**config.mk**
```make
export PLATFORM = sky130hd
export DESIGN_NAME = key_debounce_array_flat
export DESIGN_NICKNAME = d
export VERILOG_FILES = /design/src/rtl/key_pkg.sv /design/src/rtl/key_debounce_array_if.sv /design/src/rtl/key_channel.sv /design/src/rtl/key_debounce_array.sv /design/src/flat_wrapper.sv
export SDC_FILE = /design/constraint.sdc
export NUM_CORES = 1
export LEC_CHECK = 0
export ABC_AREA = 1
export CORE_MARGIN = 2
export CORE_UTILIZATION = 45
export CTS_CLUSTER_SIZE = 24
export DETAILED_ROUTE_END_ITERATION = 8
export DONT_BUFFER_PORTS = 1
export SETUP_SLACK_MARGIN = 0.2
export SLEW_MARGIN = 25
export SYNTH_ARGS = -nofsm -noshare
export SYNTH_HDL_FRONTEND = slang
export SYNTH_SLANG_ARGS = --single-unit
```
**constraint.sdc**
```tcl
create_clock -name i_clk -period 1.9 [get_ports i_clk]
set_input_delay 0.38 -clock i_clk [delete_from_list [all_inputs] [get_ports i_clk]]
set_output_delay 0.38 -clock i_clk [all_outputs]
set_load 0.01 [all_outputs]
```
**src/rtl/key_pkg.sv**
```systemverilog
// Shared types and width helpers for the key debounce / auto-repeat array.
package key_pkg;

    typedef enum logic [1:0] {
        REP_IDLE  = 2'd0,
        REP_DELAY = 2'd1,
        REP_RUN   = 2'd2
    } rep_state_t;

    function automatic int max2(input int a, input int b);
        return (a > b) ? a : b;
    endfunction

    // Bits needed to hold values 0..max_count; never less than one bit.
    function automatic int cnt_width(input int max_count);
        return (max_count < 1) ? 1 : $clog2(max_count + 1);
    endfunction

endpackage

```
**src/rtl/key_debounce_array_if.sv**
```systemverilog
// Key pins, repeat enables and per-key event outputs bundled for the array.
interface key_debounce_array_if #(
    parameter int N_KEYS = 4
);
    logic [N_KEYS-1:0] i_keys;
    logic [N_KEYS-1:0] i_repeat_en;
    logic [N_KEYS-1:0] o_level;
    logic [N_KEYS-1:0] o_press;
    logic [N_KEYS-1:0] o_release;
    logic [N_KEYS-1:0] o_step;

    modport master (
        output i_keys, i_repeat_en,
        input  o_level, o_press, o_release, o_step
    );

    modport slave (
        input  i_keys, i_repeat_en,
        output o_level, o_press, o_release, o_step
    );
endinterface

```
**src/rtl/key_channel.sv**
```systemverilog
// One key: 2-flop synchronizer, polarity-normalised sample register,
// debounce counter and auto-repeat FSM. All outputs are registered.
module key_channel
    import key_pkg::*;
#(
    parameter int DEB_CYCLES    = 250,
    parameter int REPEAT_DELAY  = 50000,
    parameter int REPEAT_PERIOD = 10000,
    parameter int ACTIVE_LOW    = 1
) (
    input  logic i_clk,
    input  logic i_rst,
    input  logic i_key,
    input  logic i_repeat_en,
    output logic o_level,
    output logic o_press,
    output logic o_release,
    output logic o_step
);
    localparam int DW = cnt_width(DEB_CYCLES);
    localparam int RW = cnt_width(max2(REPEAT_DELAY, REPEAT_PERIOD));
    localparam logic IDLE_PIN = (ACTIVE_LOW != 0);
    localparam logic [DW-1:0] DEB_LAST    = DW'(DEB_CYCLES - 1);
    localparam logic [RW-1:0] DELAY_LAST  = RW'(REPEAT_DELAY - 1);
    localparam logic [RW-1:0] PERIOD_LAST = RW'(REPEAT_PERIOD - 1);

    logic          sync1_q, sync2_q, sample_q;
    logic [DW-1:0] deb_cnt_q, deb_cnt_d;
    logic          level_q, level_d;
    logic          press_q, press_d;
    logic          release_q, release_d;
    logic          step_q, step_d;
    logic          toggle;
    rep_state_t    state_q, state_d;
    logic [RW-1:0] rep_cnt_q, rep_cnt_d;

    always_ff @(posedge i_clk) begin
        if (i_rst) begin
            sync1_q   <= IDLE_PIN;
            sync2_q   <= IDLE_PIN;
            sample_q  <= 1'b0;
            deb_cnt_q <= '0;
            level_q   <= 1'b0;
            press_q   <= 1'b0;
            release_q <= 1'b0;
            step_q    <= 1'b0;
            state_q   <= REP_IDLE;
            rep_cnt_q <= '0;
        end else begin
            sync1_q   <= i_key;
            sync2_q   <= sync1_q;
            sample_q  <= sync2_q ^ IDLE_PIN;
            deb_cnt_q <= deb_cnt_d;
            level_q   <= level_d;
            press_q   <= press_d;
            release_q <= release_d;
            step_q    <= step_d;
            state_q   <= state_d;
            rep_cnt_q <= rep_cnt_d;
        end
    end

    // Any sample agreeing with the accepted level restarts the stability run.
    always_comb begin
        deb_cnt_d = '0;
        level_d   = level_q;
        toggle    = 1'b0;
        if (sample_q != level_q) begin
            if (deb_cnt_q == DEB_LAST) begin
                toggle  = 1'b1;
                level_d = ~level_q;
            end else begin
                deb_cnt_d = deb_cnt_q + 1'b1;
            end
        end
        press_d   = toggle & ~level_q;
        release_d = toggle & level_q;
    end

    // Cancellation is tested before the tick so a release never emits a step.
    always_comb begin
        state_d   = state_q;
        rep_cnt_d = rep_cnt_q;
        step_d    = 1'b0;
        unique case (state_q)
            REP_IDLE: begin
                rep_cnt_d = '0;
                if (press_d) begin
                    step_d = 1'b1;
                    if (i_repeat_en) state_d = REP_DELAY;
                end
            end
            REP_DELAY, REP_RUN: begin
                if (release_d || !i_repeat_en) begin
                    state_d   = REP_IDLE;
                    rep_cnt_d = '0;
                end else if (rep_cnt_q == ((state_q == REP_DELAY) ? DELAY_LAST : PERIOD_LAST)) begin
                    step_d    = 1'b1;
                    rep_cnt_d = '0;
                    state_d   = REP_RUN;
                end else begin
                    rep_cnt_d = rep_cnt_q + 1'b1;
                end
            end
            default: begin
                state_d   = REP_IDLE;
                rep_cnt_d = '0;
            end
        endcase
    end

    assign o_level   = level_q;
    assign o_press   = press_q;
    assign o_release = release_q;
    assign o_step    = step_q;

endmodule

```
**src/rtl/key_debounce_array.sv**
```systemverilog
// Array of independent debounced keys with per-key auto-repeat.
module key_debounce_array
    import key_pkg::*;
#(
    parameter int N_KEYS        = 4,
    parameter int DEB_CYCLES    = 250,
    parameter int REPEAT_DELAY  = 50000,
    parameter int REPEAT_PERIOD = 10000,
    parameter int ACTIVE_LOW    = 1
) (
    input  logic                 i_clk,
    input  logic                 i_rst,
    key_debounce_array_if.slave  kb
);
    logic [N_KEYS-1:0] level_w, press_w, release_w, step_w;

    generate
        for (genvar gi = 0; gi < N_KEYS; gi++) begin : g_ch
            key_channel #(
                .DEB_CYCLES   (DEB_CYCLES),
                .REPEAT_DELAY (REPEAT_DELAY),
                .REPEAT_PERIOD(REPEAT_PERIOD),
                .ACTIVE_LOW   (ACTIVE_LOW)
            ) u_ch (
                .i_clk      (i_clk),
                .i_rst      (i_rst),
                .i_key      (kb.i_keys[gi]),
                .i_repeat_en(kb.i_repeat_en[gi]),
                .o_level    (level_w[gi]),
                .o_press    (press_w[gi]),
                .o_release  (release_w[gi]),
                .o_step     (step_w[gi])
            );
        end
    endgenerate

    assign kb.o_level   = level_w;
    assign kb.o_press   = press_w;
    assign kb.o_release = release_w;
    assign kb.o_step    = step_w;

endmodule

```
**src/flat_wrapper.sv**
```systemverilog
// flat-port wrapper written by rule: the top's interface ports become plain ports
module key_debounce_array_flat import key_pkg::*;
#(
    parameter int N_KEYS        = 4,
    parameter int DEB_CYCLES    = 250,
    parameter int REPEAT_DELAY  = 50000,
    parameter int REPEAT_PERIOD = 10000,
    parameter int ACTIVE_LOW    = 1
)
  (i_clk, i_rst, kb_i_keys, kb_i_repeat_en, kb_o_level, kb_o_press, kb_o_release, kb_o_step);
  key_debounce_array_if #(.N_KEYS(N_KEYS)) kb_i ();
  input  logic i_clk;
  input  logic i_rst;
  input wire logic [$bits(kb_i.i_keys)-1:0] kb_i_keys;
  input wire logic [$bits(kb_i.i_repeat_en)-1:0] kb_i_repeat_en;
  output wire logic [$bits(kb_i.o_level)-1:0] kb_o_level;
  output wire logic [$bits(kb_i.o_press)-1:0] kb_o_press;
  output wire logic [$bits(kb_i.o_release)-1:0] kb_o_release;
  output wire logic [$bits(kb_i.o_step)-1:0] kb_o_step;
  assign kb_i.i_keys = kb_i_keys;
  assign kb_i.i_repeat_en = kb_i_repeat_en;
  assign kb_o_level = kb_i.o_level;
  assign kb_o_press = kb_i.o_press;
  assign kb_o_release = kb_i.o_release;
  assign kb_o_step = kb_i.o_step;
  key_debounce_array #(.N_KEYS(N_KEYS), .DEB_CYCLES(DEB_CYCLES), .REPEAT_DELAY(REPEAT_DELAY), .REPEAT_PERIOD(REPEAT_PERIOD), .ACTIVE_LOW(ACTIVE_LOW)) u_core (.i_clk(i_clk), .i_rst(i_rst), .kb(kb_i));
endmodule
```
# Yosys cells after proc, flatten, opt, wreduce, memory -nomap -nowiden
# Index checks and enable logic that the tools add are counted.
# word_totals
input_bits,10
wordCells,184
register_bits,132
# classes
addsub,8
bitwise_logic,24
reduce_logical,32
muxes,48
eq_ne,32
# op_table
operator,n
$add 16x1->16 const B,4
$eq 16x16->1,4
$mux 16,4
$add 8x1->8 const B,4
$eq 8x8->1 const B,4
$mux 2,16
$mux 1,20
$ne 2x2->1 const B,8
$not 1->1,16
$pmux 2 s2,4
$reduce_or 4->1,4
$ne 3x3->1 const B,4
$reduce_and 3->1,4
$reduce_or 3->1,4
$and 1x1->1,8
$eq 2x1->1 const B,4
$eq 2x2->1 const B,4
$logic_not 2->1,4
$pmux 1 s2,4
$reduce_and 2->1,4
$reduce_or 2->1,4
$logic_not 1->1,4
$logic_or 1x1->1,4
$ne 1x1->1,4

# Depth between registers and ports, before layout
# Gate-level depths: netlist of run 1.
# logic_depth
depth_word,7
mapped_depth,12

# Cells and area by module
# From an unflattened synthesis of run 1, not the netlist that was laid out.
# hier_totals
hier_cells,838
hier_area_um2,6379.9
# by_module_without_submodules
mod,n_inst,seq_area_each_um2,cells_per_inst,area_per_inst_um2
key_channel (u_core.g_ch[0].u_ch ...),3,660.6,213,1577.8
key_channel (u_core.g_ch[3].u_ch),1,660.6,199,1646.6

# Least setup slack after synthesis of run 1
# Ideal clock, no wire load.
# synth_timing
kind,register -> register
start,reg u_core.g_ch[0].u_ch.deb_cnt_q[0]
end,reg u_core.g_ch[0].u_ch.rep_cnt_q[8]
setup_slack_ns,0.508
stages_incl_launch_ff,10
arrival_ns,1.277
path_buffers,1
setup_time_ns,0.115
cell_sequence,dfxtp_1 ha_1 nand2_1 nor2_1 nand3_2 nand3_1 inv_2 nand3_4 buf_6 nor2_1
# synth_between
elab_chain_cells,6
# synth_lines
item,line,text
start: declaration,key_channel.sv:28,"logic [DW-1:0] deb_cnt_q, deb_cnt_d;"
start signal: assignment,key_channel.sv:53,deb_cnt_q <= deb_cnt_d;
$eq 8x8->1,key_channel.sv:69,if (deb_cnt_q == DEB_LAST) begin
$mux 1,key_channel.sv:69,
$mux 1,key_channel.sv:68,if (sample_q != level_q) begin
$and 1x1->1,key_channel.sv:77,release_d = toggle & level_q;
$logic_or 1x1->1,key_channel.sv:94,if (release_d || !i_repeat_en) begin
$reduce_or 4->1 (no source line),-,
end signal: assignment,key_channel.sv:59,rep_cnt_q <= rep_cnt_d;
end: declaration,key_channel.sv:35,"logic [RW-1:0] rep_cnt_q, rep_cnt_d;"
# Every way passes these cells.
# A chain may end at the register's enable or synchronous reset.

# Worst setup path after layout of run 1
# layout_timing
start,reg u_core.g_ch[3].u_ch.state_q[1]
end,reg u_core.g_ch[3].u_ch.rep_cnt_q[9]
# layout_between
elab_chain_cells,4
word_cells_on_any_way,7
classes_between,eq/ne: 3; mux: 1; bitwise: 1; reduce/logical: 2
# layout_lines
item,line,text
start: declaration,key_channel.sv:34,"rep_state_t state_q, state_d;"
start signal: assignment,key_channel.sv:58,state_q <= state_d;
$eq 2x1->1 or $eq 2x2->1 (tied branches),"key_channel.sv:85, key_channel.sv:97",
$mux 16 or $reduce_or 2->1 (tied branches),"key_channel.sv:97, key_channel.sv:85",
$eq 16x16->1 or $not 1->1 (tied branches),-,
$reduce_or 4->1 (no source line) *,-,
end signal: assignment,key_channel.sv:59,
end: declaration,key_channel.sv:35,
# Mark *: on every way between the ends. The rest lies on a longest branch, timed or not.

==> impl_metrics.ini, run 1 <==
[sta]
max-slew-margin-rel_pct = 56.7
drv_slew = 0
worst_pin_slew_ps = 646
timing.final.hold_violations = 0
setup_viol_count_final = 0
final_worst_path_period_share_pct = 83.7
fin_tns_setup_ps = 0
clock-skew-final_ps = 6.85
rsz_0062_raised_after_global_routing = true
fin_crit_ps = 1590
achievable_frequency_mhz = 629

[clocking]
tritoncts = built
cts_resized = 0
cts_hold_buffers = 0
numClockSinks = 132
ctsRootBufferMaster = sky130_fd_sc_hd__clkbuf_16
buffer_levels_on_the_longest_clock_path = 2
cts_inserted_buffers = 17
cts.reportedPaths.clkPinSlew_ps = 60
insertion_delay_ps = 420
cts_post_setup_buffers_inserted = 0
number_of_h_tree_levels = 4

[outcome]
run_status = finished, final reports clean

[worst_setup_path]
reg2reg_setup_slack_ps = 310
crit_slowest_cell = sky130_fd_sc_hd__dfxtp_1
critical_path_arrival_ps = 1920
worst-path-max-fanout = 16
timing.setup.critical_path_class = flop to flop
cell_chain_of_the_critical_path = inv_1 > ha_1 > inv_1 > nand2_1 > nand3_1 > nor2_1 > nand3_1 > nand3_4 > a211oi_1
worst_path_largest_cell_delay_ps = 360
path_buf_inv = 2
required_arrival_time_at_the_worst_endpoint_ps = 2230
path_delay_family = simple AND/OR/NAND/NOR gates
endpoint_kind = flop
cp-start-kind = flop

[detailed_routing]
routedWlPerCell_um = 11.2
detail_route.vias_per_cell = 4.93
detail_route.wirelength_mm = 11.5
detail_route.first_pass.iterations = 7
drc_violation_total_after_the_first_tritonroute_iteration = 269
drc = 0
drtAntennaViolNets = 0
route.vias.total = 5054

[placed_design]
io_buffer_count = 0
numPlacedInstances = 993
place_congestion = 0.855
dp_hpwl_mm = 8.42

[floorplan]
die_width_um = 122
num_io_pins = 26
core.rowCount = 43
floorplan.core_area_um2 = 13800
effective_utilization_at_floorplan_pct = 45.8
die_height_um = 122
floorplan.die_area_um2 = 15000

[global_routing]
antenna_found_initial = 0
global_route.overflow_total = 0
grt_first_pass_wirelength_mm = 20.4
maximum_number_of_pins_on_one_net_before_global_route_repair = 30
groute.usage.overall_pct = 16.9
grt_pass1_vias = 4825

[worst_hold_path]
hold_path_class = input pin to flop

[yosys]
syn_area_um2 = 6310
synthesis.instances = 836
ys_ff_latch = 132
synth.yosys.warnings = 0
syn_area_per_cell_um2 = 7.55
synthDistinctLibCells = 40
synth_fp_nets = 870
ys_seq_area_share_pct = 41.9

[final_layout]
design.final.nets = 866
layout.cells.non_filler = 1025
commonest_cells_after_routing_fill_and_taps_aside = sky130_fd_sc_hd__nand2_1 (147), sky130_fd_sc_hd__dfxtp_1 (131), sky130_fd_sc_hd__nor2_1 (118)
post_route_cells_drive_above_1_share_pct = 11.5
num_antenna_cells = 0
layout.cells.most_common = sky130_fd_sc_hd__nand2_1
synthToLayoutAreaGrowth_pct = 12.2
fillerInstances = 1306

[job]
maxCapViolations = 0

[power_and_ir_drop]
irDropWorstVdd_mv = 0.606
power.leakage_nw = 2.64
power.density_nw_per_um2 = 948
-- path summary, 6_finish.rpt --
check / from / to / cells past startpoint
setup / recovery: u_core.g_ch[3].u_ch.state_q[1] / u_core.g_ch[3].u_ch.rep_cnt_q[9] / 9
hold reg to reg: u_core.g_ch[3].u_ch.sync2_q / u_core.g_ch[3].u_ch.sample_q / 1
hold / removal: i_rst / u_core.g_ch[0].u_ch.o_level / 1
setup reg to reg: u_core.g_ch[3].u_ch.state_q[1] / u_core.g_ch[3].u_ch.rep_cnt_q[9] / 9
-- cells by family after synthesis --
kind of cell             after synthesis  share of synthesized area, %
AND/OR/NAND/NOR                      449                          33.8
buffers and inverters                137                          9.72
flip-flops                           132                          41.9
AO/OA/AOI/OAI                         62                          5.39
XOR/XNOR                              32                          4.44
adder cells (fa/ha/maj)               24                          4.76
-- per-stage QoR --
stage	util [%]	total power [mW]	setup WS [ps]	hold WS, ps	area, um^2
2_1_floorplan	-	2.90	508	363	6310
3_3_place_gp	46.1	2.91	332	368	6350
3_5_place_dp	46.1	2.91	219	366	6350
4_1_cts	51.2	6.79	203	16.2	7060
5_1_grt	51.4	6.93	152	23.9	7080
6_report	51.4	6.71	310	38.2	7080
-- cell usage after synthesis (all sizes together) --
library cell	n	area share, %
a31oi	2	0.20
o21ai	13	1.0
xnor2	7	0.97
and3	1	0.099
or2	16	1.6
nor4	4	0.69
inv	113	6.7
nand3b	5	0.60
nor2	141	9.3
ha	24	4.8
nor3	33	2.9
dfxtp	132	42
nor3b	5	0.67
nand2	150	9.1
and2	1	0.099
or3	1	0.099
nand3	70	6.3
nand4	22	2.3
o211ai	3	0.52
buf	20	2.8
a211oi	1	0.12
a21oi	43	3.5
clkbuf	4	0.24
xor2	25	3.5
-- where the power goes --
part	leakage (nW)	total [mW]	internal (mW)	switching, mW
clock	0.339	3.86	2.66	1.20
sequential	1.07	2.79	2.78	0.00752
combinational	1.23	0.0570	0.0200	0.0370
-- layout make-up --
class / count / area (um^2) / area share (%)
repair buffers: 1 / 7.51 / 0.106
flip-flops and latches: 132 / 2640 / 37.3
clock inverters: 13 / 253 / 3.57
clock buffers: 19 / 453 / 6.40
inverters: 113 / 424 / 5.99
well taps: 180 / 225 / 3.18
multi-input cells: 567 / 3070 / 43.4
-- layer usage --
layer  share of wire (%)  global-route usage, %
met5                   0                      0
met3                 3.5                   4.65
met4                 1.6                   8.05
met1                  47                   19.8
met2                  48                   28.4
-- flip-flops by register name (all words and copies together), names as in the netlist --
| register | flops |
|---|---|
| u_core.g_ch.u_ch.deb_cnt_q | 32 |
| u_core.g_ch.u_ch.o_level | 4 |
| u_core.g_ch.u_ch.o_press | 4 |
| u_core.g_ch.u_ch.o_release | 4 |
| u_core.g_ch.u_ch.o_step | 4 |
| u_core.g_ch.u_ch.rep_cnt_q | 64 |
| u_core.g_ch.u_ch.sample_q | 4 |
| u_core.g_ch.u_ch.state_q | 8 |
| u_core.g_ch.u_ch.sync1_q | 4 |
| u_core.g_ch.u_ch.sync2_q | 4 |
Power figures use the tool's default switching activity.
==> run 2: changes to the inputs <==
==> constraint.sdc (replaced) <==
create_clock -name i_clk -period 1.3 [get_ports i_clk]
set_input_delay 0.26 -clock i_clk [delete_from_list [all_inputs] [get_ports i_clk]]
set_output_delay 0.26 -clock i_clk [all_outputs]
set_load 0.01 [all_outputs]
==> run 2 against run 1 <==
Compared with the run above: the flow now finishes with violations (hold timing, setup timing); die area unchanged; sequential cell count unchanged; first-iteration DRC count is 73% higher; setup slack worse by 470 ps; via count rose by 16%; power increased by 42%; global-route usage grew 3.7 points; critical path depth is 3 higher; clock power grew 37%; non-clock buffer count grew 149; sequential share of layout area is 8.6 points lower; register-to-register slack lost 470 ps; largest power group unchanged; highest routed layer unchanged.
==> impl_metrics.ini, run 2 (same netlist as run 1, synthesis figures left out) <==
[outcome]
run_status = finished, violations left
failing_checks = hold timing, setup timing

[sta]
worst_pin_slew_ps = 417
drv_slew = 0
final_critical_path_setup_slack_ps = -159
timing.final.hold_violations = 22
rsz_0062_raised_after_global_routing = true
achievable_frequency_mhz = 685
fin_tns_setup_ps = -6560
final_worst_path_period_share_pct = 112
setup_viol_count_final = 81
clock-skew-final_ps = 9.95
max-slew-margin-rel_pct = 72.1
fin_crit_ps = 1460
hold-worst-slack_ps = -101

[worst_hold_path]
hold_path.startpoint = i_rst
hold_path_class = input pin to flop

[worst_setup_path]
r2r_start = u_core.g_ch[2].u_ch.deb_cnt_q[1]
cell_chain_of_the_critical_path = inv_2 > ha_4 > nand2_4 > nor2_4 > nand3_2 > nand2_2 > inv_2 > nand2_2 > buf_6 > nand2_2 > nand2_1 > a21oi_1
cp-start-kind = flop
timing.setup.critical_path_class = flop to flop
required_arrival_time_at_the_worst_endpoint_ps = 1610
critical_path_arrival_ps = 1770
endpoint_kind = flop
dominant_cell_type_by_count_on_the_critical_path = sky130_fd_sc_hd__nand2_2
worst-path-max-fanout = 3
worst_path_largest_cell_delay_ps = 320
crit_slowest_cell = sky130_fd_sc_hd__dfxtp_2
setup.worst_path.start = u_core.g_ch[2].u_ch.deb_cnt_q[1]

[floorplan]
num_io_pins = 26
floorplan.core_area_um2 = 13800
die_height_um = 122
floorplan.die_area_um2 = 15000
die_width_um = 122
core.rowCount = 43
effective_utilization_at_floorplan_pct = 45.8

[global_routing]
maximum_number_of_pins_on_one_net_before_global_route_repair = 30
antenna_found_initial = 0
grt_first_pass_wirelength_mm = 24.7
grt_pass1_vias = 5737
global_route.overflow_total = 0
groute.usage.overall_pct = 20.6

[power_and_ir_drop]
power.leakage_nw = 3.58
cell_internal_pwr_mw = 7.58
combinationalPowerShare_pct = 1.8
total_power_mw = 9.53
power.density_nw_per_um2 = 1010
switching_power_mw = 1.95
power.share.sequential_pct = 42.6
power.share.clock_pct = 55.6
irDropWorstVdd_mv = 1.18
switching_share_pct = 20.5

[final_layout]
layout.cells.most_common = sky130_fd_sc_hd__buf_4
num_antenna_cells = 0
final_area_um2 = 9440
synthToLayoutAreaGrowth_pct = 49.7
commonest_cells_after_routing_fill_and_taps_aside = sky130_fd_sc_hd__buf_4 (112), sky130_fd_sc_hd__nand2_1 (108), sky130_fd_sc_hd__dfxtp_1 (91)
register_with_the_most_flip_flops = u_core.g_ch.u_ch.rep_cnt_q
post_route_cells_drive_above_1_share_pct = 46.8
multi_input_combinational_cell_area_um2 = 4130
biggestRegsByFlops = u_core.g_ch.u_ch.rep_cnt_q (64), u_core.g_ch.u_ch.deb_cnt_q (32), u_core.g_ch.u_ch.state_q (8)
fillerInstances = 1100
design.final.nets = 1017
layout.cells.non_filler = 1176
register_area_um2 = 2710
flip_flop_count_of_the_largest_register_after_layout = 64

[placed_design]
numPlacedInstances = 1103
dp_hpwl_mm = 9.52
io_buffer_count = 0
placement.cell_area_um2 = 7420
place_congestion = 0.842

[clocking]
insertion_delay_ps = 430
numClockSinks = 132
buffer_levels_on_the_longest_clock_path = 2
cts_inserted_buffers = 17
tritoncts = built
number_of_h_tree_levels = 4
ctsRootBufferMaster = sky130_fd_sc_hd__clkbuf_16
cts_hold_buffers = 8
cts.reportedPaths.clkPinSlew_ps = 60

[detailed_routing]
detail_route.vias_per_cell = 5.00
drc = 0
drc_violation_total_after_the_first_tritonroute_iteration = 465
drtAntennaViolNets = 0
detail_route.wirelength_mm = 15.8
detail_route.first_pass.iterations = 5
route.vias.total = 5877
routedWlPerCell_um = 13.5

[job]
maxCapViolations = 0
-- run 2: cell types whose count changed in the layout (fill, tap and decap cells not counted), moves of 28 or more --
cell	change
sky130_fd_sc_hd__buf_4	+111
sky130_fd_sc_hd__dfxtp_1	-40
sky130_fd_sc_hd__nand2_1	-39
sky130_fd_sc_hd__nor2_1	-37
sky130_fd_sc_hd__dfxtp_2	+32
sky130_fd_sc_hd__nand2_2	+30
sky130_fd_sc_hd__buf_6	+28
-- run 2: worst max-delay path: cells and delay by family (launching register included) --
kind,cells,cell delay [ps]
compound gates,1,50
fa+ha+maj,1,140
buf+inv,3,240
flops,1,320
simple gates,7,580
-- run 2: worst paths after layout --
kind	slack (ps)	cells after the start	end
worst max-delay path	-160	12	u_core.g_ch[2].u_ch.state_q[1]
worst min-delay path	-100	1	u_core.g_ch[3].u_ch.state_q[1]
worst max register to register	-160	12	u_core.g_ch[2].u_ch.state_q[1]
worst min register to register	420	1	u_core.g_ch[3].u_ch.sync2_q
-- run 2: metrics by stage --
step | setup slack [ps] | util, %
after global routing | -250 | 68.6
after CTS | -127 | 64.1
after global placement | -83.3 | 53.9
final | -159 | 68.6
after detailed placement | -132 | 53.9
after floorplan | -32.8 | -
-- run 2: what timing repair did --
action,CTS,global route
buffers inserted,13,17
gates resized for setup,145,131
hold endpoints to repair,28,23
setup endpoints to repair,122,125
pin swaps,59,50
cloned,2,1
-- run 2: power groups by stage --
stage / Sequential (mW) / Combinational (mW) / Clock (mW)
floorplan: 4.17 / 0.0822 / 0
global placement: 4.17 / 0.109 / 0
detailed placement: 4.17 / 0.112 / 0
CTS: 4.07 / 0.151 / 5.36
global route: 4.06 / 0.186 / 5.55
finish: 4.07 / 0.172 / 5.30
-- run 2: layout make-up --
cell class,count,share of cell area (%)
multi-input combinational,569,43.7
timing repair buffer,150,13.6
clock inverter,13,2.19
tap,180,2.39
sequential,132,28.7
inverter,113,4.68
clock buffer,19,4.69
-- run 2: layer usage --
metal	wire length, um	track usage (%)	up-vias
met1	6620	23.1	2781
met5	0	0	-
met3	454	5.25	26
li1	-	-	2968
met4	271	8.84	0
met2	8480	36.8	102
